<file path="config.mk">
export PLATFORM = sky130hd
export DESIGN_NAME = inst_fetcher
export DESIGN_NICKNAME = d
export VERILOG_FILES = /design/src/rtl/inst_fetcher_pkg.sv /design/src/rtl/inst_fetcher.sv
export SDC_FILE = /design/constraint.sdc
export NUM_CORES = 1
export LEC_CHECK = 0
export CAP_MARGIN = 20
export CELL_PAD_IN_SITES_DETAIL_PLACEMENT = 1
export CELL_PAD_IN_SITES_GLOBAL_PLACEMENT = 1
export CORE_MARGIN = 10
export CORE_UTILIZATION = 30
export CTS_BUF_LIST = sky130_fd_sc_hd__clkbuf_8
export DETAILED_ROUTE_END_ITERATION = 8
export PLACE_DENSITY_LB_ADDON = 0.1
export SYNTH_ARGS = -nofsm -noshare
export SYNTH_HDL_FRONTEND = slang
export SYNTH_SLANG_ARGS = --single-unit
</file>
<file path="constraint.sdc">
create_clock -name clk -period 3.65 [get_ports clk]
set_clock_uncertainty 0.15 [all_clocks]
set_input_delay 0.5475 -clock clk [delete_from_list [all_inputs] [get_ports clk]]
set_output_delay 0.5475 -clock clk [all_outputs]
set_load 0.02 [all_outputs]
</file>
<file path="src/rtl/inst_fetcher_pkg.sv">
// rtl/inst_fetcher_pkg.sv - shared fetch-state encodings and redirect helper
//
// Holds the fetch state machine encoding and the redirect-target selection
// used by inst_fetcher. No ports; imported with import inst_fetcher_pkg::*.
package inst_fetcher_pkg;

  typedef enum logic [1:0] {
    fetch_state_req   = 2'd0,  // request strobe out this cycle
    fetch_state_wait  = 2'd1,  // one request outstanding, response wanted
    fetch_state_hold  = 2'd2,  // instruction presented to the decoder
    fetch_state_drain = 2'd3   // one request outstanding, response discarded
  } fetch_state_t;

  localparam logic [31:0] RESET_PC_DEFAULT = 32'h0000_0000;
  localparam logic [31:0] PC_STEP          = 32'd4;

  // ROB flush carries the architecturally correct path, so it beats a
  // decoder steer raised in the same cycle. Targets are word aligned.
  function automatic logic [31:0] redirect_target(
    input logic        rob_flush,
    input logic [31:0] rob_flush_pc,
    input logic [31:0] if_addr
  );
    logic [31:0] sel;
    sel = rob_flush ? rob_flush_pc : if_addr;
    return {sel[31:2], 2'b00};
  endfunction

endpackage

</file>
<file path="src/rtl/inst_fetcher.sv">
// rtl/inst_fetcher.sv - instruction fetch unit feeding the decoder
//
// Owns the fetch PC, issues one word request at a time to the icache and
// presents each returned instruction with a valid/consume handshake.
// Ports:
//   clk, rst           clock, asynchronous active-high reset
//   rdy                global enable; low freezes all state and requests
//   ic_req, ic_addr    icache request strobe and word address (combinational)
//   ic_resp, ic_data   icache response strobe and instruction word
//   inst_valid         instruction presented to the decoder
//   inst_pc, inst_data PC and word of the presented instruction
//   need_inst          low = decoder consumes the presented instruction
//   clear_inst, if_addr       decoder redirect strobe and target
//   rob_flush, rob_flush_pc   ROB mispredict flush and correct-path PC
import inst_fetcher_pkg::*;

module inst_fetcher #(
  parameter logic [31:0] RESET_PC = RESET_PC_DEFAULT
) (
  input  logic        clk,
  input  logic        rst,
  input  logic        rdy,
  output logic        ic_req,
  output logic [31:0] ic_addr,
  input  logic        ic_resp,
  input  logic [31:0] ic_data,
  output logic        inst_valid,
  output logic [31:0] inst_pc,
  output logic [31:0] inst_data,
  input  logic        need_inst,
  input  logic        clear_inst,
  input  logic [31:0] if_addr,
  input  logic        rob_flush,
  input  logic [31:0] rob_flush_pc
);

  fetch_state_t state, state_n;
  logic [31:0]  pc, pc_n;
  logic         inst_valid_n;
  logic [31:0]  inst_pc_n, inst_data_n;

  logic         redirect;
  logic [31:0]  target;
  logic         consume;

  assign redirect = clear_inst | rob_flush;
  assign target   = redirect_target(rob_flush, rob_flush_pc, if_addr);
  assign consume  = inst_valid & ~need_inst;

  // The icache accepts the strobe in the same cycle, so it must stay low
  // while reset is held even though the reset state is REQ.
  assign ic_req  = ~rst & rdy & (state == fetch_state_req);
  assign ic_addr = pc;

  always_ff @(posedge clk or posedge rst) begin
    if (rst) begin
      state      <= fetch_state_req;
      pc         <= RESET_PC;
      inst_valid <= 1'b0;
      inst_pc    <= 32'h0;
      inst_data  <= 32'h0;
    end else if (rdy) begin
      state      <= state_n;
      pc         <= pc_n;
      inst_valid <= inst_valid_n;
      inst_pc    <= inst_pc_n;
      inst_data  <= inst_data_n;
    end
  end

  always_comb begin
    state_n      = state;
    pc_n         = pc;
    inst_valid_n = inst_valid;
    inst_pc_n    = inst_pc;
    inst_data_n  = inst_data;

    case (state)
      fetch_state_req: begin
        // The request leaves this cycle regardless; a redirect means its
        // response is already stale and must be drained.
        if (redirect) begin
          pc_n    = target;
          state_n = fetch_state_drain;
        end else begin
          state_n = fetch_state_wait;
        end
      end

      fetch_state_wait: begin
        if (redirect) begin
          pc_n    = target;
          // A response in the same cycle retires the outstanding request,
          // so the target can be fetched straight away.
          state_n = ic_resp ? fetch_state_req : fetch_state_drain;
        end else if (ic_resp) begin
          inst_data_n  = ic_data;
          inst_pc_n    = pc;
          inst_valid_n = 1'b1;
          state_n      = fetch_state_hold;
        end
      end

      fetch_state_hold: begin
        if (redirect) begin
          pc_n         = target;
          inst_valid_n = 1'b0;
          state_n      = fetch_state_req;
        end else if (consume) begin
          pc_n         = pc + PC_STEP;
          inst_valid_n = 1'b0;
          state_n      = fetch_state_req;
        end
      end

      fetch_state_drain: begin
        if (redirect) begin
          pc_n = target;
        end
        if (ic_resp) begin
          state_n = fetch_state_req;
        end
      end

      default: begin
        state_n = fetch_state_req;
      end
    endcase
  end

endmodule
</file>
==> results of run 1 <==
[metrics by stage]
| step | power [W] | worst slack [ns] | cell area, um^2 |
|---|---|---|---|
| 2_1_floorplan | 0.00291 | 0.475 | 4860 |
| 3_3_place_gp | 0.00409 | 0.695 | 7010 |
| 3_5_place_dp | 0.00417 | 0.623 | 7010 |
| 4_1_cts | 0.00485 | 0.621 | 7180 |
| 5_1_grt | 0.00507 | 0.503 | 7210 |
| 6_report | 0.00478 | 0.621 | 7210 |
[metal layers]
layer | part of all wire (%) | up-vias | track usage [%]
li1 | - | 2000 | -
met1 | 42 | 2150 | 19.0
met2 | 51 | 102 | 27.9
met3 | 5.2 | 13 | 4.33
met4 | 1.1 | 0 | 4.66
met5 | 0 | - | 0
[where the power goes]
part	leakage, nW	switching, W	total, W	internal (W)
Sequential	1.15	0.000348	0.00182	0.00147
Clock	0.0912	0.000415	0.000665	0.000249
Combinational	1.62	0.00110	0.00229	0.00118
[cell usage after synthesis (all sizes together) (2+ instances only)]
cell type / count
and3: 7
a211oi: 9
or4: 2
a311oi: 4
a21oi: 24
o21ai: 27
and2: 2
dfrtp: 95
o22a: 4
nand3b: 2
nor3: 10
mux2i: 14
a2bb2oi: 5
nor2b: 8
mux2: 72
inv: 5
or3: 3
a31oi: 7
nor4: 5
nor3b: 2
nand4: 7
a31o: 2
nand2: 27
and4: 5
o22ai: 7
nor2: 16
clkbuf: 19
nand3: 20
buf: 14
[cells in the final DEF (no fill, tap or decap), types with 4 or more instances in the layout]
cell type        count
a211oi_1             9
a21oi_1             24
a2bb2oi_1            5
a311oi_1             4
a31oi_1              7
and3_1               6
and4_1               4
buf_4                6
clkbuf_8             9
clkdlybuf4s50_1    191
conb_1               4
dfrtp_1             95
inv_1                5
mux2_2              72
mux2i_1             14
nand2_1             27
nand3_1             19
nand4_1              5
nor2_1              16
nor2b_1              8
nor3_1               9
o21ai_0             27
o22a_1               4
o22ai_1              7
[final timing paths]
kind / endpoint / depth (start not counted) / slack, ns
hold / removal: inst_data[18]$_DFFE_PP0P_ / 1 / 0.36
min in group asynchronous: inst_data[3]$_DFFE_PP0P_ / 3 / 0.67
hold reg to reg: inst_data[18]$_DFFE_PP0P_ / 1 / 0.36
setup / recovery: ic_req / 4 / 0.62
setup reg to reg: ic_addr[28]$_DFFE_PP0P_ / 6 / 1.17
max in group asynchronous: inst_data[2]$_DFFE_PP0P_ / 4 / 1.56
[flip-flops by register name (all words and copies together), names as in the netlist]
signal      flops
inst_pc        30
inst_valid      1
ic_addr        30
inst_data      32
state           2
[cell families (layout without fill, tap and decap cells)]
kind of cell	Yosys count	count (layout)	share of synthesized area (%)
buf+inv	38	222	3.46
mux	86	86	19.6
fa+ha+maj	1	1	0.258
simple gates	119	119	14.4
other cells	1	4	0.0774
flops	95	95	49.1
compound gates	100	100	13.2
[critical path: cells and delay by family]
family / cells / cell delay [ns]
simple gates: 2 / 0.47
buf+inv: 2 / 1.31
[layout make-up]
| type | count | area share, % |
|---|---|---|
| Sequential cell | 95 | 33.0 |
| Inverter | 5 | 0.312 |
| Timing Repair Buffer | 201 | 28.2 |
| Multi-Input combinational cell | 310 | 32.4 |
| Tap cell | 216 | 3.75 |
| Clock buffer | 9 | 1.72 |
| Clock inverter | 7 | 0.660 |
==> results.ini, run 1 <==
[cells_and_area]
drive_above_1_share_pct=17.9
multi_input_area_mm2=0.00234
diodes=0
seqCellArea_mm2=0.00238
fillCellCount=1758
nets=726
fin_util_pct=45.4
instances_no_fill=843
area_growth_syn_to_layout_pct=48.7

[timing]
hold_viol=0
rsz0062_at_grt=no
fin_setup_tns_ns=0
fmax_ghz=0.330
period_share_pct=83.0
period_minus_slack_ns=3.03
report.final.slew_viol_count=0
worstMarginPinSlew_ns=0.726
setup_viol=0
max_slew_margin_pct=51.6
hold_slack_ns=0.363

[critical_path]
r2r-start=ic_addr[2]$_DFFE_PP0P_
endpoint_kind=primary output
crit_start=rdy
crit_path_frequent_cell=clkdlybuf4s50_1
criticalPathCategory=primary input to primary output
cpPeakStageDelay_ns=0.70
worstSetupStartpointType=primary input
critical_path.cell_chain=clkdlybuf4s50_1 > nor2b_1 > and3_1 > clkdlybuf4s50_1
cp_max_fo=10
required_ns=2.95
crit_path_top_delay_cell=clkdlybuf4s50_1
cp.arrival_ns=2.33

[die]
die_w_um=147
core_mm2=0.0159
rows=46
start_util_pct=30.5
io_pins=201
dieArea_mm2=0.0216
die_height_um=147

[synth]
ys_types=54
synth_top_cells_by_area=dfrtp_1 (49%), mux2_2 (17%), mux2i_1 (2.9%), o21ai_0 (2.8%), a21oi_1 (2.5%)
yosysTopAreaCell=dfrtp_1
async_flop_share_pct=100
synth_edf_count=0
netlist_area_mm2=0.00485
syn_area_per_cell_um2=11.0
synthCells=440
synth_flop_cell=dfrtp_1
netlist.area_leader.share_pct=49.1
ys_seq_elements=95
yosysWarnings=0
ys_seq_area_share_pct=49.1

[pwr]
p_leak_nw=2.86
p_per_area_mw_per_mm2=662
vdd_drop_max_v=0.000293

[status]
status=completed

[global_routing]
grt_pass1_wl_mm=27.6
grt_pass1_vias=4720
grt_usage_pct=16.1
grt_max_degree=54
antenna_found_initial=1
grt-ovfl-total=0

[placement]
dp.cells=826
place.gp.congestion=0.764
io_buffers=192
dp_hpwl_mm=13.1

[cts]
clockBufferDepth=2
htree_levels=3
cts-buffers-inserted=9
insertion_delay_ns=0.38
clock_sinks=95
postCtsSetupBuffers=0
clk_pin_slew_worst_paths_ns=0.10
cts_tree=yes
clockRootBuffer=clkbuf_8
cts_resized=0
hold_buffers=0

[worst_hold_path]
min_from=inst_data[18]$_DFFE_PP0P_
hold_path_class=flip-flop to flip-flop

[routing]
antenna_left=0
routed_wl_mm=17.5
first_pass_iters=6
routedWlPerCell_um=20.8
post_drt_via_cell_ratio=5.06
drc=0
vias=4265
drtIter0Drc=198

[run]
cap_violations=0

No activity file was read; power rests on OpenSTA's default activity.
==> run 2: changes to the inputs <==
==> constraint.sdc (replaced) <==
create_clock -name clk -period 2.52 [get_ports clk]
set_clock_uncertainty 0.15 [all_clocks]
set_input_delay 0.378 -clock clk [delete_from_list [all_inputs] [get_ports clk]]
set_output_delay 0.378 -clock clk [all_outputs]
set_load 0.02 [all_outputs]
==> results.ini, run 2 (synthesis results as in run 1) <==
[cts]
insertion_delay_ns=0.38
cts_resized=0
clockRootBuffer=clkbuf_8
hold_buffers=0
clk_pin_slew_worst_paths_ns=0.10
clockBufferDepth=2
clock_sinks=95
cts-buffers-inserted=9
postCtsSetupBuffers=0
cts_tree=yes
htree_levels=3

[worst_hold_path]
hold_path_class=flip-flop to flip-flop
hold_depth=1
min_from=inst_data[10]$_DFFE_PP0P_

[die]
core_mm2=0.0159
die_w_um=147
io_pins=201
die_height_um=147
dieArea_mm2=0.0216
rows=46
start_util_pct=30.5

[cells_and_area]
largest_reg_flops=32
diodes=0
fin_util_pct=46.6
regMostFlops=inst_data
area_growth_syn_to_layout_pct=52.7
nets=750
final_cell_mix=clkdlybuf4s50_1 (191), dfrtp_1 (95), mux2_2 (72)
drive_above_1_share_pct=21.1
final_common_cell=clkdlybuf4s50_1

[critical_path]
r2r-start=ic_addr[3]$_DFFE_PP0P_
worstSetupStartpointType=flip-flop
cp.arrival_ns=2.50
cp_max_fo=5
endpoint_kind=flip-flop
criticalPathCategory=flip-flop to flip-flop
required_ns=2.64
crit_start=ic_addr[3]$_DFFE_PP0P_
ff2ff_path_depth=6

[timing]
worstMarginPinSlew_ns=0.583
period_minus_slack_ns=2.38
fin_setup_tns_ns=0
hold_slack_ns=0.363
rsz0062_at_grt=no
period_share_pct=94.4
fin_ws_ns=0.141
setup_viol=0
report.final.slew_viol_count=0
max_slew_margin_pct=60.8
fmax_ghz=0.420
hold_viol=0

[global_routing]
grt_max_degree=96
grt_pass1_vias=4744
grt_usage_pct=16.1
grt-ovfl-total=0
grt_pass1_wl_mm=27.8
antenna_found_initial=0

[placement]
io_buffers=192
place.gp.congestion=0.771
dp_slack_ns=0.0860
dp_hpwl_mm=13.4

[routing]
drc=0
post_drt_via_cell_ratio=5.00
routed_wl_mm=17.6
routedWlPerCell_um=20.3
antenna_left=0
drtIter0Drc=186
first_pass_iters=4
vias=4327

[pwr]
p_leak_nw=2.97
vdd_drop_max_v=0.000384
p_per_area_mw_per_mm2=950

[run]
cap_violations=0

[status]
status=completed

[run 2: path summary, 6_finish.rpt]
path                                        endpoint  slack (ns)
hold / removal             inst_data[10]$_DFFE_PP0P_        0.36
max in group asynchronous     inst_pc[6]$_DFFE_PP0P_        1.41
setup / recovery             ic_addr[28]$_DFFE_PP0P_        0.14
min in group asynchronous    ic_addr[29]$_DFFE_PP0P_        0.40
setup reg to reg             ic_addr[28]$_DFFE_PP0P_        0.14
hold reg to reg            inst_data[10]$_DFFE_PP0P_        0.36
[run 2: per-layer routing]
metal	GRT usage, %	part of all wire, %	up-vias
met5	0	0	-
li1	-	-	2036
met2	27.3	50	103
met3	4.18	4.9	15
met4	5.00	1.4	0
met1	19.6	43	2173
[run 2: area by class of cell]
cell class,instances,area (um^2)
Sequential cell,95,2380
Fill cell,1780,8480
Timing Repair Buffer,225,2210
Clock inverter,5,41.3
Multi-Input combinational cell,310,2340
Clock buffer,10,138
Inverter,5,22.5
Tap cell,216,270
[run 2: through the flow]
| stage | instances | power [W] | area [um^2] |
|---|---|---|---|
| 2_1_floorplan | 443 | 0.00422 | 4860 |
| 3_3_place_gp | 851 | 0.00602 | 7220 |
| 3_5_place_dp | 851 | 0.00615 | 7220 |
| 4_1_cts | 866 | 0.00715 | 7400 |
| 5_1_grt | 866 | 0.00747 | 7400 |
| 6_report | 866 | 0.00703 | 7400 |
[run 2: critical path, cell delays in order (launching register included)]
cell	delay, ns
dfrtp_1	0.43
ha_1	0.29
nand4_2	0.15
or4_1	0.55
nor4_2	0.31
mux2i_1	0.14
a221o_1	0.27
[run 2: where the power goes]
group          switching [W]  internal, W  total (W)
combinational        0.00168      0.00180    0.00348
clock               0.000597     0.000390   0.000987
sequential          0.000430      0.00213    0.00256
total                0.00271      0.00432    0.00703
